==> config.mk <==
export PLATFORM = sky130hd
export DESIGN_NAME = box_renderer
export DESIGN_NICKNAME = d
export VERILOG_FILES = /design/src/rtl/vga_pkg.sv /design/src/rtl/box_renderer_axis_bounce.sv /design/src/rtl/box_renderer.sv
export SDC_FILE = /design/constraint.sdc
export NUM_CORES = 1
export LEC_CHECK = 0
export CORE_ASPECT_RATIO = 0.5
export CORE_UTILIZATION = 45
export CTS_CLUSTER_DIAMETER = 150
export DETAILED_ROUTE_END_ITERATION = 8
export GPL_ROUTABILITY_DRIVEN = 0
export HOLD_SLACK_MARGIN = 0.1
export PLACE_DENSITY = 0.68
export SYNTH_ARGS = -nofsm -noshare
export SYNTH_HDL_FRONTEND = slang
export SYNTH_SLANG_ARGS = --single-unit
==> constraint.sdc <==
create_clock -name vgaclk -period 3.32 [get_ports vgaclk]
set_clock_uncertainty 0.15 [all_clocks]
set_input_delay 0.664 -clock vgaclk [delete_from_list [all_inputs] [get_ports vgaclk]]
set_output_delay 0.664 -clock vgaclk [all_outputs]
set_load 0.1 [all_outputs]
==> src/rtl/vga_pkg.sv <==
`default_nettype none
// ============================================================================
// Module      : vga_pkg
// Description : Shared screen geometry, colour and state types for the
//               pixel-colour source feeding the 640x480 VGA timing stage.
// Revision    : 1.0 - initial release
// ============================================================================
package vga_pkg;

    localparam int HPIXELS = 640;
    localparam int VPIXELS = 480;

    // Direction encoding for one axis of motion
    localparam logic DIR_POS = 1'b0;
    localparam logic DIR_NEG = 1'b1;

    typedef struct packed {
        logic [2:0] r;
        logic [2:0] g;
        logic [1:0] b;
    } color8_t;

    typedef enum logic {
        MOVING = 1'b0,
        PAUSED = 1'b1
    } box_state_t;

    // True when lo <= v < lo + len; all operands are 11 bits so the sum
    // of a legal position and the box size never overflows.
    function automatic logic in_span(input logic [10:0] v,
                                     input logic [10:0] lo,
                                     input logic [10:0] len);
        return (v >= lo) && (v < (lo + len));
    endfunction

endpackage
`default_nettype wire

==> src/rtl/box_renderer_axis_bounce.sv <==
`default_nettype none
// ============================================================================
// Module      : axis_bounce
// Description : Next position / direction for one axis of the bouncing
//               square. Purely combinational; clamps at 0 and MAX and
//               flags a wall hit when it does.
// Revision    : 1.0 - initial release
// ============================================================================
module axis_bounce #(
    parameter int MAX   = 608,
    parameter int SPEED = 2
) (
    input  logic [10:0] i_pos,
    input  logic        i_dir,
    output logic [10:0] o_next_pos,
    output logic        o_next_dir,
    output logic        o_hit
);
    import vga_pkg::*;

    localparam logic [10:0] c_max   = 11'(MAX);
    localparam logic [10:0] c_speed = 11'(SPEED);

    // Step toward the current wall; land exactly on it and reverse on contact
    always_comb begin
        o_next_pos = i_pos;
        o_next_dir = i_dir;
        o_hit      = 1'b0;
        if (i_dir == DIR_POS) begin
            if ((i_pos + c_speed) >= c_max) begin
                o_next_pos = c_max;
                o_next_dir = DIR_NEG;
                o_hit      = 1'b1;
            end else begin
                o_next_pos = i_pos + c_speed;
            end
        end else begin
            if (i_pos <= c_speed) begin
                o_next_pos = 11'd0;
                o_next_dir = DIR_POS;
                o_hit      = 1'b1;
            end else begin
                o_next_pos = i_pos - c_speed;
            end
        end
    end

endmodule
`default_nettype wire

==> src/rtl/box_renderer.sv <==
`default_nettype none
// ============================================================================
// Module      : box_renderer
// Description : Pixel-colour source for the VGA timing stage. Draws a solid
//               square bouncing off the screen edges over a flat background.
//               Motion is applied once per frame at the start of vertical
//               blank so the visible image never tears.
// Revision    : 1.0 - initial release
// ============================================================================
module box_renderer #(
    parameter int         HPIXELS      = vga_pkg::HPIXELS,
    parameter int         VPIXELS      = vga_pkg::VPIXELS,
    parameter int         BOX_SIZE     = 32,
    parameter int         SPEED        = 2,
    parameter int         FLASH_FRAMES = 8,
    parameter logic [7:0] BG_COLOR     = 8'h02,
    parameter logic [7:0] BOX_COLOR    = 8'hE0,
    parameter logic [7:0] FLASH_COLOR  = 8'hFF
) (
    input  logic       vgaclk,
    input  logic       rst,
    input  logic [9:0] hc_in,
    input  logic [9:0] vc_in,
    input  logic       pause,
    output logic [2:0] red,
    output logic [2:0] green,
    output logic [1:0] blue,
    output logic       frame_tick,
    output logic [7:0] bounce_count
);
    import vga_pkg::*;

    localparam logic [9:0]  c_vblank = 10'(VPIXELS);
    localparam logic [10:0] c_hpix   = 11'(HPIXELS);
    localparam logic [10:0] c_vpix   = 11'(VPIXELS);
    localparam logic [10:0] c_box    = 11'(BOX_SIZE);
    localparam logic [7:0]  c_flash  = 8'(FLASH_FRAMES);

    box_state_t  state_q, state_d;
    logic [10:0] box_x_q, box_x_d;
    logic [10:0] box_y_q, box_y_d;
    logic        dir_x_q, dir_x_d;
    logic        dir_y_q, dir_y_d;
    logic [7:0]  flash_cnt_q, flash_cnt_d;
    logic [7:0]  bounce_count_q, bounce_count_d;
    logic [9:0]  prev_vc_q, prev_vc_d;
    logic        frame_tick_q, frame_tick_d;

    logic [10:0] nx_pos, ny_pos;
    logic        nx_dir, ny_dir;
    logic        hit_x, hit_y;
    logic        move_en;

    axis_bounce #(
        .MAX   (HPIXELS - BOX_SIZE),
        .SPEED (SPEED)
    ) u_axis_x (
        .i_pos      (box_x_q),
        .i_dir      (dir_x_q),
        .o_next_pos (nx_pos),
        .o_next_dir (nx_dir),
        .o_hit      (hit_x)
    );

    axis_bounce #(
        .MAX   (VPIXELS - BOX_SIZE),
        .SPEED (SPEED)
    ) u_axis_y (
        .i_pos      (box_y_q),
        .i_dir      (dir_y_q),
        .o_next_pos (ny_pos),
        .o_next_dir (ny_dir),
        .o_hit      (hit_y)
    );

    // Edge-detect the vertical counter entering the first blank line
    always_comb begin
        prev_vc_d    = vc_in;
        frame_tick_d = (vc_in == c_vblank) && (prev_vc_q != c_vblank);
    end

    // FSM next state: pause is only looked at on the frame tick
    always_comb begin
        state_d = state_q;
        if (frame_tick_q) begin
            state_d = pause ? PAUSED : MOVING;
        end
    end

    // The tick that lands in MOVING (including the resume tick) moves the square
    assign move_en = frame_tick_q && (state_d == MOVING);

    // Per-frame motion, hit counting and flash countdown
    always_comb begin
        box_x_d        = box_x_q;
        box_y_d        = box_y_q;
        dir_x_d        = dir_x_q;
        dir_y_d        = dir_y_q;
        flash_cnt_d    = flash_cnt_q;
        bounce_count_d = bounce_count_q;
        if (move_en) begin
            box_x_d = nx_pos;
            box_y_d = ny_pos;
            dir_x_d = nx_dir;
            dir_y_d = ny_dir;
        end
        // A corner hit counts once, and a reload beats the countdown
        if (move_en && (hit_x || hit_y)) begin
            flash_cnt_d    = c_flash;
            bounce_count_d = bounce_count_q + 8'd1;
        end else if (frame_tick_q && (flash_cnt_q != 8'd0)) begin
            flash_cnt_d = flash_cnt_q - 8'd1;
        end
    end

    // FSM state register
    always_ff @(posedge vgaclk) begin
        if (rst) begin
            state_q <= MOVING;
        end else begin
            state_q <= state_d;
        end
    end

    // Datapath registers
    always_ff @(posedge vgaclk) begin
        if (rst) begin
            box_x_q        <= 11'd0;
            box_y_q        <= 11'd0;
            dir_x_q        <= DIR_POS;
            dir_y_q        <= DIR_POS;
            flash_cnt_q    <= 8'd0;
            bounce_count_q <= 8'd0;
            prev_vc_q      <= 10'd0;
            frame_tick_q   <= 1'b0;
        end else begin
            box_x_q        <= box_x_d;
            box_y_q        <= box_y_d;
            dir_x_q        <= dir_x_d;
            dir_y_q        <= dir_y_d;
            flash_cnt_q    <= flash_cnt_d;
            bounce_count_q <= bounce_count_d;
            prev_vc_q      <= prev_vc_d;
            frame_tick_q   <= frame_tick_d;
        end
    end

    // Zero-latency colour mux from the live counters and registered state
    color8_t pix;
    logic [10:0] hc_w, vc_w;
    always_comb begin
        hc_w = {1'b0, hc_in};
        vc_w = {1'b0, vc_in};
        pix  = color8_t'(BG_COLOR);
        if ((hc_w >= c_hpix) || (vc_w >= c_vpix)) begin
            pix = color8_t'(8'h00);
        end else if (in_span(hc_w, box_x_q, c_box) && in_span(vc_w, box_y_q, c_box)) begin
            pix = (flash_cnt_q != 8'd0) ? color8_t'(FLASH_COLOR) : color8_t'(BOX_COLOR);
        end
    end

    assign red          = pix.r;
    assign green        = pix.g;
    assign blue         = pix.b;
    assign frame_tick   = frame_tick_q;
    assign bounce_count = bounce_count_q;

endmodule
`default_nettype wire

==> results.ini <==
[run_status]
status = complete, but fails checks
violations = design-rule violations, negative setup slack

[detailed_routing]
routedWlPerCell_um = 14.5
wl_mm = 9.45
first_iter_violations = 228
drc = 2
maxUsedRoutingLayer = met4
route.met2.wl_mm = 4.10
met3_wirelength_um = 440
drt_first_pass_iters = 7
vias_per_cell = 5.56
num_vias = 3632
antenna_left = 0
met1_length_mm = 4.78

[power]
switching_power_uw = 345
p_comb_frac = 0.149
p_clk_frac = 0.399
ir_drop_uv = 210
p_int_uw = 977
leakagePower_uw = 0.00193
power_switching_share = 0.261
p_per_area_mw_per_mm2 = 263
power_frac_seq = 0.451

[timing]
slew-limit-headroom = 0.716
setup_viol = 8
final.setup.worst_slack_ns = -0.308
hold_viol = 0
finalCritPeriodShare = 1.09
fmax_mhz = 276
worstMarginPinSlew_ns = 0.426
fin_crit_ns = 3.63
finalMaxSlewViolations = 0
rsz0062_at_grt = yes
whs_ns = 0.343

[logic_synthesis]
yosysSeqAreaShare = 0.262
synth-seq-cells = 49
netlist_instances = 469
netlist_area_mm2 = 0.00374
synth_edf_count = 0
syn_nets = 535
async_flop_share = 0
yosysTopAreaCell = dfxtp_1
post_synth.cell_area_avg_um2 = 7.98
synthFlopType = dfxtp_1
ys_warn_count = 0
synth_top_area_share = 0.262
yosys-top-cells-area = dfxtp_1, ha_1, a21oi_1, xnor2_1, o21ai_0
ys_types = 70

[floorplanning]
rows = 23
start_util = 0.466
die_x_um = 131
core_area_mm2 = 0.00803
design.portCount = 40
dieArea_mm2 = 0.00871
die_y_um = 66.5

[final_layout]
fillCellCount = 687
nets = 606
antenna_cells = 0
final_common_cell = buf_4
layout-drive-gt1-share = 0.253
area_growth_pct = 34.1
layout_common_cells = buf_4, dfxtp_1, nor2_1

[critical_path]
required_ns = 2.51
cp_max_fo = 3
cp-end-kind = output port
arrival_ns = 2.81
ff2ff_setup_slack_ns = 0.41
reg2regPathDepth = 11
critPathKind = input port to output port
startpoint_type = input port
worstSetupStartpoint = hc_in[1]
r2r-start = box_x_q[2]
worstReg2RegEnd = bounce_count[7]

[cts]
clk_pin_slew_ns = 0.07
clock-sinks = 49
cts_buffers = 5
cts_root_buf = clkbuf_16
tritoncts = done
clockBufferDepth = 2
htree_levels = 2
clk_latency_ns = 0.29

[global_routing]
grt_usage = 0.225
grt_max_degree = 41
grt_pass1_wl_mm = 15.3
grt_overflow_total = 0
antenna_found_initial = 0
grt_pass1_vias = 3281

[min_path]
whs_endpoint = bounce_count[7]
hold_path_class = flop to flop
hold_path_depth = 2
holdCritStartpoint = bounce_count[7]

[place]
dpl.hpwl_mm = 6.95
numPortBuffers = 38
dp_slack_ns = -0.835

[job]
cap_violations = 0

==> stage by stage <==
step	TNS (ns)	cell area, µm²	total power, µW	util	instances
2_1_floorplan	-5.04	3830	696	-	469
3_3_place_gp	-5.99	4610	773	0.574	641
3_5_place_dp	-5.97	4610	775	0.574	641
4_1_cts	-2.08	4900	1320	0.611	652
5_1_grt	-2.56	5020	1380	0.625	653
6_report	-2.02	5020	1320	0.625	653
==> synth_stat cells (all sizes together), types with 2 or more instances <==
library cell	instances
and3	4
a311oi	2
xor2	4
a221oi	4
nand2	28
o21a	4
o211ai	5
a31oi	4
a211oi	12
nor3	10
o2bb2ai	2
nand2b	2
nor2b	14
nand4	12
or4	3
nand3b	2
o31ai	3
a21boi	2
or2	3
nor2	37
xnor2	21
inv	29
a21o	3
nor4	7
nor4b	2
clkbuf	12
o22ai	3
a22oi	2
ha	43
o21ai	31
buf	15
and4	2
or3	11
dfxtp	49
nand3	21
a21oi	38
==> layout make-up <==
cell class / instances / area, µm² / share of cell area
sequential: 49 / 992 / 0.198
inverter: 30 / 113 / 0.0224
multi-input combinational: 363 / 2760 / 0.550
clock buffer: 5 / 125 / 0.0249
timing repair buffer: 91 / 861 / 0.171
clock inverter: 3 / 26.3 / 0.00523
tap: 112 / 140 / 0.0279
==> worst max-delay path: stages <==
cell and delay [ns]:
buf_6 0.09, ha_4 0.20, o21a_1 0.17, o211ai_1 0.25, a211oi_2 0.13, o31ai_2 0.30, a21oi_2 0.12, nand3b_1 0.29
nor3_4 0.28, buf_12 0.15, buf_12 0.17
==> layer usage <==
| layer | vias to the layer above | GRT usage |
|---|---|---|
| met5 | - | 0 |
| met4 | 0 | 0.0489 |
| met3 | 11 | 0.0490 |
| met2 | 95 | 0.356 |
| met1 | 1664 | 0.312 |
| li1 | 1862 | - |
==> worst max path at each step <==
stage / end / slack [ns] / cells after the start
2_1_floorplan: green[0] / -1.03 / 9
3_3_place_gp: green[2] / -0.84 / 11
3_5_place_dp: green[1] / -0.83 / 11
4_1_cts: red[2] / -0.30 / 11
5_1_grt: red[0] / -0.37 / 11
6_report: red[0] / -0.31 / 11
==> flip-flops by register name, indices dropped and copies added (netlist names) <==
| register | flops |
|---|---|
| box_x_q | 10 |
| box_y_q | 10 |
| prev_vc_q | 10 |
| bounce_count | 8 |
| flash_cnt_q | 8 |
| dir_x_q | 1 |
| dir_y_q | 1 |
| frame_tick | 1 |
==> power groups by stage <==
stage,Clock (µW),Combinational (µW),Sequential (µW)
2_1_floorplan,0,85.2,611
3_3_place_gp,0,162,611
3_5_place_dp,0,164,611
4_1_cts,540,185,597
5_1_grt,566,215,597
6_report,528,198,597
==> cells by family (layout without fill, tap and decap cells) <==
| group | count (synthesis) | in the layout | share of synthesized area |
|---|---|---|---|
| buffers and inverters | 57 | 129 | 0.0702 |
| muxes | 1 | 1 | 0.00301 |
| DFF | 49 | 49 | 0.262 |
| adders and majority gates | 43 | 43 | 0.144 |
| and+or+nand+nor | 164 | 164 | 0.235 |
| xor gates and xnor gates | 25 | 25 | 0.0585 |
| AOI/OAI and AO/OA | 130 | 130 | 0.227 |
==> what timing repair did <==
item	CTS	global route
buffers inserted	3	1
gates resized for setup	53	34
pin swaps	33	21
hold buffers	0	0
setup endpoints to repair	8	8
No activity file was read; power rests on OpenSTA's default activity.
